$ cat src/rtl/arp_pkg.sv
// Shared ARP/Ethernet constants and the enums used by the ARP transmitter.
package arp_pkg;

  localparam logic [15:0] ETHERTYPE_ARP  = 16'h0806;
  localparam logic [15:0] HTYPE_ETH      = 16'h0001;
  localparam logic [15:0] PTYPE_IPV4     = 16'h0800;
  localparam logic [7:0]  HLEN           = 8'd6;
  localparam logic [7:0]  PLEN           = 8'd4;
  localparam logic [15:0] ARP_OPER_REQ   = 16'd1;
  localparam logic [15:0] ARP_OPER_REPLY = 16'd2;

  localparam int unsigned ARP_FRAME_LEN  = 60;

  typedef enum logic [1:0] {
    IDLE,
    SEND,
    DONE
  } state_e;

  typedef enum logic {
    REQUEST,
    REPLY
  } op_e;

endpackage

$ cat src/rtl/arp_tx_if.sv
// Byte-wide AXI-Stream-style link from the ARP transmitter to the TX MAC.
interface arp_tx_if;

  logic [7:0] m_tdata;
  logic       m_tvalid;
  logic       m_tready;
  logic       m_tlast;

  modport master (
    output m_tdata,
    output m_tvalid,
    output m_tlast,
    input  m_tready
  );

  modport slave (
    input  m_tdata,
    input  m_tvalid,
    input  m_tlast,
    output m_tready
  );

endinterface

$ cat src/rtl/arp_tx.sv
// Builds 60-byte Ethernet/ARP reply or request frames from snapshotted addresses and streams
// them one byte per handshake.
module arp_tx
  import arp_pkg::*;
#(
  parameter int unsigned FRAME_LEN = ARP_FRAME_LEN
) (
  input  logic        aclk,
  input  logic        aresetn,

  input  logic [47:0] local_mac,
  input  logic [31:0] local_ip,
  input  logic [47:0] peer_mac,
  input  logic [31:0] peer_ip,

  input  logic        arp_resp_start,
  output logic        arp_resp_end,
  input  logic        arp_rq_start,
  output logic        arp_rq_done,
  output logic        busy,

  arp_tx_if.master    m_axis
);

  localparam logic [5:0] LAST_IDX = 6'(FRAME_LEN - 1);

  state_e      state;
  op_e         op;
  op_e         launch_op;
  logic [5:0]  idx;
  logic [47:0] snap_local_mac;
  logic [31:0] snap_local_ip;
  logic [47:0] snap_peer_mac;
  logic [31:0] snap_peer_ip;
  logic        resp_prev;
  logic        resp_pend;
  logic        rq_pend;
  logic [7:0]  tdata;
  logic        tvalid;
  logic        tlast;

  logic        hs;
  logic        launch_resp;
  logic        launch_rq;

  // The 42-byte header is laid out MSB first, so byte i is the top byte after shifting by i.
  function automatic logic [7:0] frame_byte(input logic [5:0]  i,
                                            input op_e         o,
                                            input logic [47:0] lm,
                                            input logic [31:0] li,
                                            input logic [47:0] pm,
                                            input logic [31:0] pi);
    logic [335:0] hdr;
    logic [335:0] sh;
    hdr = {(o == REPLY) ? pm : {6{8'hFF}},
           lm,
           ETHERTYPE_ARP,
           HTYPE_ETH,
           PTYPE_IPV4,
           HLEN,
           PLEN,
           (o == REPLY) ? ARP_OPER_REPLY : ARP_OPER_REQ,
           lm,
           li,
           (o == REPLY) ? pm : 48'h0,
           pi};
    sh = hdr << (8 * i);
    return (i < 6'd42) ? sh[335:328] : 8'h00;
  endfunction

  always_comb begin
    hs          = tvalid & m_axis.m_tready;
    launch_resp = (state == IDLE) & resp_pend;
    launch_rq   = (state == IDLE) & ~resp_pend & rq_pend;
    launch_op   = resp_pend ? REPLY : REQUEST;
  end

  always_ff @(posedge aclk) begin
    if (!aresetn) begin
      state          <= IDLE;
      op             <= REQUEST;
      idx            <= 6'd0;
      snap_local_mac <= 48'h0;
      snap_local_ip  <= 32'h0;
      snap_peer_mac  <= 48'h0;
      snap_peer_ip   <= 32'h0;
      resp_prev      <= 1'b0;
      resp_pend      <= 1'b0;
      rq_pend        <= 1'b0;
      tdata          <= 8'h00;
      tvalid         <= 1'b0;
      tlast          <= 1'b0;
      arp_resp_end   <= 1'b0;
      arp_rq_done    <= 1'b0;
      busy           <= 1'b0;
    end else begin
      // Triggers are captured in every state so a request arriving mid-frame is not lost.
      resp_prev    <= arp_resp_start;
      resp_pend    <= (resp_pend & ~launch_resp) | (arp_resp_start & ~resp_prev);
      rq_pend      <= (rq_pend & ~launch_rq) | arp_rq_start;
      arp_resp_end <= 1'b0;
      arp_rq_done  <= 1'b0;

      unique case (state)
        IDLE: begin
          if (resp_pend || rq_pend) begin
            op             <= launch_op;
            snap_local_mac <= local_mac;
            snap_local_ip  <= local_ip;
            snap_peer_mac  <= peer_mac;
            snap_peer_ip   <= peer_ip;
            idx            <= 6'd0;
            // Byte 0 is built from the live inputs, which are what the snapshot captures now.
            tdata          <= frame_byte(6'd0, launch_op, local_mac, local_ip, peer_mac, peer_ip);
            tvalid         <= 1'b1;
            tlast          <= (LAST_IDX == 6'd0);
            busy           <= 1'b1;
            state          <= SEND;
          end
        end

        SEND: begin
          if (hs) begin
            if (idx == LAST_IDX) begin
              idx          <= 6'd0;
              tdata        <= 8'h00;
              tvalid       <= 1'b0;
              tlast        <= 1'b0;
              arp_resp_end <= (op == REPLY);
              arp_rq_done  <= (op == REQUEST);
              state        <= DONE;
            end else begin
              idx   <= idx + 6'd1;
              tdata <= frame_byte(idx + 6'd1, op, snap_local_mac, snap_local_ip,
                                  snap_peer_mac, snap_peer_ip);
              tlast <= ((idx + 6'd1) == LAST_IDX);
            end
          end
        end

        DONE: begin
          busy  <= 1'b0;
          state <= IDLE;
        end

        default: begin
          busy  <= 1'b0;
          state <= IDLE;
        end
      endcase
    end
  end

  assign m_axis.m_tdata  = tdata;
  assign m_axis.m_tvalid = tvalid;
  assign m_axis.m_tlast  = tlast;

endmodule
$ cat src/flat_wrapper.sv
// flat-port wrapper written by rule: the top's interface ports become plain ports
module arp_tx_flat import arp_pkg::*;
#(
  parameter int unsigned FRAME_LEN = ARP_FRAME_LEN
)
  (aclk, aresetn, local_mac, local_ip, peer_mac, peer_ip, arp_resp_start, arp_resp_end, arp_rq_start, arp_rq_done, busy, m_axis_m_tdata, m_axis_m_tvalid, m_axis_m_tlast, m_axis_m_tready);
  arp_tx_if m_axis_i ();
  input  logic aclk;
  input  logic aresetn;
  input  logic [47:0] local_mac;
  input  logic [31:0] local_ip;
  input  logic [47:0] peer_mac;
  input  logic [31:0] peer_ip;
  input  logic arp_resp_start;
  output logic arp_resp_end;
  input  logic arp_rq_start;
  output logic arp_rq_done;
  output logic busy;
  output wire logic [$bits(m_axis_i.m_tdata)-1:0] m_axis_m_tdata;
  output wire logic [$bits(m_axis_i.m_tvalid)-1:0] m_axis_m_tvalid;
  output wire logic [$bits(m_axis_i.m_tlast)-1:0] m_axis_m_tlast;
  input wire logic [$bits(m_axis_i.m_tready)-1:0] m_axis_m_tready;
  assign m_axis_m_tdata = m_axis_i.m_tdata;
  assign m_axis_m_tvalid = m_axis_i.m_tvalid;
  assign m_axis_m_tlast = m_axis_i.m_tlast;
  assign m_axis_i.m_tready = m_axis_m_tready;
  arp_tx #(.FRAME_LEN(FRAME_LEN)) u_core (.aclk(aclk), .aresetn(aresetn), .local_mac(local_mac), .local_ip(local_ip), .peer_mac(peer_mac), .peer_ip(peer_ip), .arp_resp_start(arp_resp_start), .arp_resp_end(arp_resp_end), .arp_rq_start(arp_rq_start), .arp_rq_done(arp_rq_done), .busy(busy), .m_axis(m_axis_i));
endmodule
$ cat config.mk
export PLATFORM = sky130hd
export DESIGN_NAME = arp_tx_flat
export DESIGN_NICKNAME = d
export VERILOG_FILES = /design/src/rtl/arp_pkg.sv /design/src/rtl/arp_tx_if.sv /design/src/rtl/arp_tx.sv /design/src/flat_wrapper.sv
export SDC_FILE = /design/constraint.sdc
export NUM_CORES = 1
export LEC_CHECK = 0
export ABC_AREA = 0
export BUFFER_PORTS_ARGS = -buffer_cell sky130_fd_sc_hd__buf_2
export CAP_MARGIN = 10
export CORE_MARGIN = 1
export CORE_UTILIZATION = 60
export CTS_CLUSTER_SIZE = 14
export DETAILED_ROUTE_END_ITERATION = 6
export PLACE_DENSITY = 0.86
export RECOVER_POWER = 100
export SKIP_LAST_GASP = 1
export SYNTH_ARGS = -nofsm -noshare
export SYNTH_HDL_FRONTEND = slang
export SYNTH_SLANG_ARGS = --single-unit
$ cat constraint.sdc
create_clock -name aclk -period 6.6 [get_ports aclk]
set_clock_uncertainty 0.1 [all_clocks]
set_input_delay 0.66 -clock aclk [delete_from_list [all_inputs] [get_ports aclk]]
set_output_delay 0.66 -clock aclk [all_outputs]
set_load 0.1 [all_outputs]
==> summary.txt <==
Global route
  • First-pass GRT wire length: 38200 um
  • Busiest grt layer: met2
  • Initial antenna violation count: 0
  • Vias in the first global route: 7456
  • Met1 GRT Util: 40.9%
  • Pin count of the biggest net entering global routing: 140
  • Met2 Usage GRT: 49.4%
  • GRT Util Overall: 31.1%
  • M3 GR Usage: 6.44%
  • Grt ovf: 0

Synthesis
  • Yosys top cell by area: dfxtp_1
  • Synth Net Count: 1226
  • Largest family of logic cells by synthesized area: compound AO/OA/AOI/OAI gates
  • Cell variety after synth: 59
  • Fraction of registers with async set or reset after synthesis: 0%
  • Synth Area in XOR/XNOR: 1.62%
  • Top-area cell type share of the netlist area: 41.0%
  • Compound-gate portion of the synthesized area: 22.4%
  • Post-Synth Simple-Gate Area: 19.3%
  • Sequential-to-total area share from yosys stat: 41.0%
  • Post-synth EDFFs: 0
  • Gate Count Post-Synth: 1056
  • Top post-synthesis cells by area: dfxtp_1, nand2_1, a21boi_0
  • Main synth FF type: dfxtp_1
  • Multiplexer share of the synthesized area: 9.87%
  • Post-synthesis adder-cell area fraction: 0.693%
  • FF+latch count, synth: 185
  • Post-Syn Area: 9030 sq um
  • Syn. warnings: 0
  • Syn_area_per_cell: 8.55 sq um

Floorplan
  • Die height: 125 um
  • Core ar.: 14600 sq um
  • Row count: 44
  • Die footprint: 15500 sq um
  • Die W: 125 um
  • Starting Density: 61.9%
  • IO Count: 178

Min path
  • WHS Endpoint: u_core.resp_prev
  • Hold Crit Depth: 2
  • Hold crit path type: in2reg
  • HP Start: arp_resp_start

STA
  • Final setup viols: 0
  • Worst rel slew slack: -80.2%
  • Post-route clock period utilization: 69.5%
  • Fmax: 218 MHz
  • Fin Setup TNS: 0 ns
  • Max-slew violations: 216
  • Unrepaired setup endpoints after global routing: false
  • WHS: 0.361 ns
  • Final Hold Viols: 0
  • Slew @ Worst Pin: 2.70 ns
  • Min Clock Period, post-route: 4.59 ns

Setup path
  • Critical path class: reg2reg
  • CP required: 6.86 ns
  • Critical Path Sink Type: flip-flop
  • CP Max Fanout: 57
  • Crit path launch type: flip-flop
  • CP startpoint: u_core.idx[0]
  • Worst Reg-to-Reg Cells: 7
  • R2R Path End: u_core.m_axis.m_tdata[7]
  • Setup slack, reg-to-reg: 2.01 ns
  • Worst EP arrival: 4.85 ns
  • R2r startpoint: u_core.idx[0]

Finish
  • Area grow syn2layout: 14.5%
  • Nets: 1343
  • Diodes inserted: 0
  • Layout cell share with drive strength beyond 1: 20.9%
  • Fill cells: 1151

Routing
  • DRT iter0 DRCs: 712
  • Routed WL per cell: 17.3 um
  • Detailed Routing Iterations Pass 1: 7
  • # DRC: 0
  • Vias per cell: 5.80
  • Vias post-DR: 7939
  • Post-Route WL: 23700 um
  • DRT antenna net count: 0

Place
  • Buffers on Ports: 177
  • Hpwl dp: 16300 um
  • Gp weighted congestion: 0.932

Run status
  • Status: complete, but fails checks
  • Failing checks: capacitance limit, slew limit

Clock tree
  • Num CTS Buffers: 17
  • CTS resizes: 0
  • Sink Count: 185
  • H-Tree Depth: 4
  • Clk buf depth: 2
  • CTS tree: built
  • Clk slew on worst S/H paths: 0.07 ns
  • Clk root buf: clkbuf_16
  • CTS Hold Bufs: 0
  • Total setup buffers inserted after CTS: 0
  • Skew-Pair Late Insertion Delay: 0.43 ns

Pwr
  • Leakage power: 3.90 nW
  • Pwr Density: 264 nW/um^2
  • Max VDD drop: 0.203 mV

Run
  • Max_cap viols: 4
critical path, cell delays in order (launching register included):
cell	delay, ns
dfxtp_4	0.40
clkbuf_2	0.94
and3_4	0.56
xnor2_1	1.38
o21ai_0	0.33
a21oi_2	0.40
o221ai_1	0.19
a21oi_1	0.20
report_power, final:
part | switching (mW) | internal, mW
logic | 0.300 | 0.171
clock network | 0.430 | 0.567
registers | 0.0585 | 1.20
total | 0.789 | 1.94
area by class of cell:
type,instances,area (sq um),area share [%]
Multi-Input combinational cell,778,4890,47.2
Sequential cell,185,3710,35.8
Timing Repair Buffer,185,926,8.95
Clock buffer,21,450,4.36
Tap cell,184,230,2.23
Clock inverter,10,119,1.15
Inverter,6,22.5,0.218
cell families after synthesis:
family	Yosys count
compound gates	284
xor+xnor	9
fa+ha+maj	5
buf+inv	93
flops	185
mux	58
simple gates	422
sequential cells by signal (all words and copies together), names as in the netlist:
| signal | flops |
|---|---|
| u_core.arp_resp_end | 1 |
| u_core.arp_rq_done | 1 |
| u_core.busy | 1 |
| u_core.idx | 6 |
| u_core.m_axis.m_tdata | 8 |
| u_core.m_axis.m_tlast | 1 |
| u_core.m_axis.m_tvalid | 1 |
| u_core.op | 1 |
| u_core.resp_pend | 1 |
| u_core.resp_prev | 1 |
| u_core.rq_pend | 1 |
| u_core.snap_local_ip | 32 |
| u_core.snap_local_mac | 48 |
| u_core.snap_peer_ip | 32 |
| u_core.snap_peer_mac | 48 |
| u_core.state | 2 |
per-layer routing:
metal  up-vias  wire (um)
met5         -          0
met4         0        839
met3        60       1530
met2       305      11200
met1      3707      10200
li1       3867          -
through the flow:
| stage | cells | instance area (sq um) | util [%] | power, mW | setup slack, ns |
|---|---|---|---|---|---|
| global route | 1369 | 10300 | 70.9 | 2.84 | 1.56 |
| detailed placement | 1338 | 9810 | 67.2 | 1.75 | 3.32 |
| global placement | 1338 | 9810 | 67.2 | 1.74 | 3.40 |
| floorplan | 1056 | 9030 | - | 1.60 | 3.96 |
| finish | 1369 | 10300 | 70.9 | 2.73 | 2.01 |
| CTS | 1369 | 10400 | 71.1 | 2.73 | 3.32 |
how the worst max path moves through the flow:
stage / to / slack, ns / cells after the start
after floorplan: u_core.m_axis.m_tdata[1] / 3.96 / 11
after global placement: u_core.m_axis.m_tdata[3] / 3.40 / 7
after detailed placement: u_core.m_axis.m_tdata[3] / 3.32 / 7
after CTS: u_core.m_axis.m_tdata[3] / 3.32 / 7
after global routing: u_core.m_axis.m_tdata[2] / 1.56 / 7
final: u_core.m_axis.m_tdata[7] / 2.01 / 7
placed cells by master (no fill, tap or decap), types with 11 or more instances in the layout:
| cell type | n |
|---|---|
| a21boi_0 | 165 |
| a21oi_1 | 27 |
| buf_2 | 163 |
| clkbuf_1 | 17 |
| clkbuf_16 | 17 |
| dfxtp_1 | 184 |
| mux2i_1 | 26 |
| mux4_2 | 24 |
| nand2_1 | 344 |
| nand3_1 | 16 |
| nor2_1 | 14 |
| nor2b_1 | 14 |
| nor3_1 | 11 |
| o21ai_0 | 26 |
synth_stat cells (3+ instances only):
library cell and n:
a211o_1 3, nand2b_1 3, a22oi_1 8, a21boi_0 164, or3_1 3, nor2_1 14
o22ai_1 6, clkbuf_1 45, o21a_1 4, nor3_1 11, mux4_2 24, buf_4 10
buf_2 24, xnor2_2 4, o211ai_1 4, a31oi_1 6, dfxtp_1 185, buf_1 3
nand2_1 344, o2111ai_1 5, ha_1 5, o21ai_0 26, a21oi_1 27, xnor2_1 3
a311o_1 4, a211oi_1 4, mux2i_1 26, nor4_1 3, mux2_2 8, inv_1 6
nor2b_1 14, nand3_1 16, o221ai_1 6, buf_6 5
(Power assumes the default switching activity.)
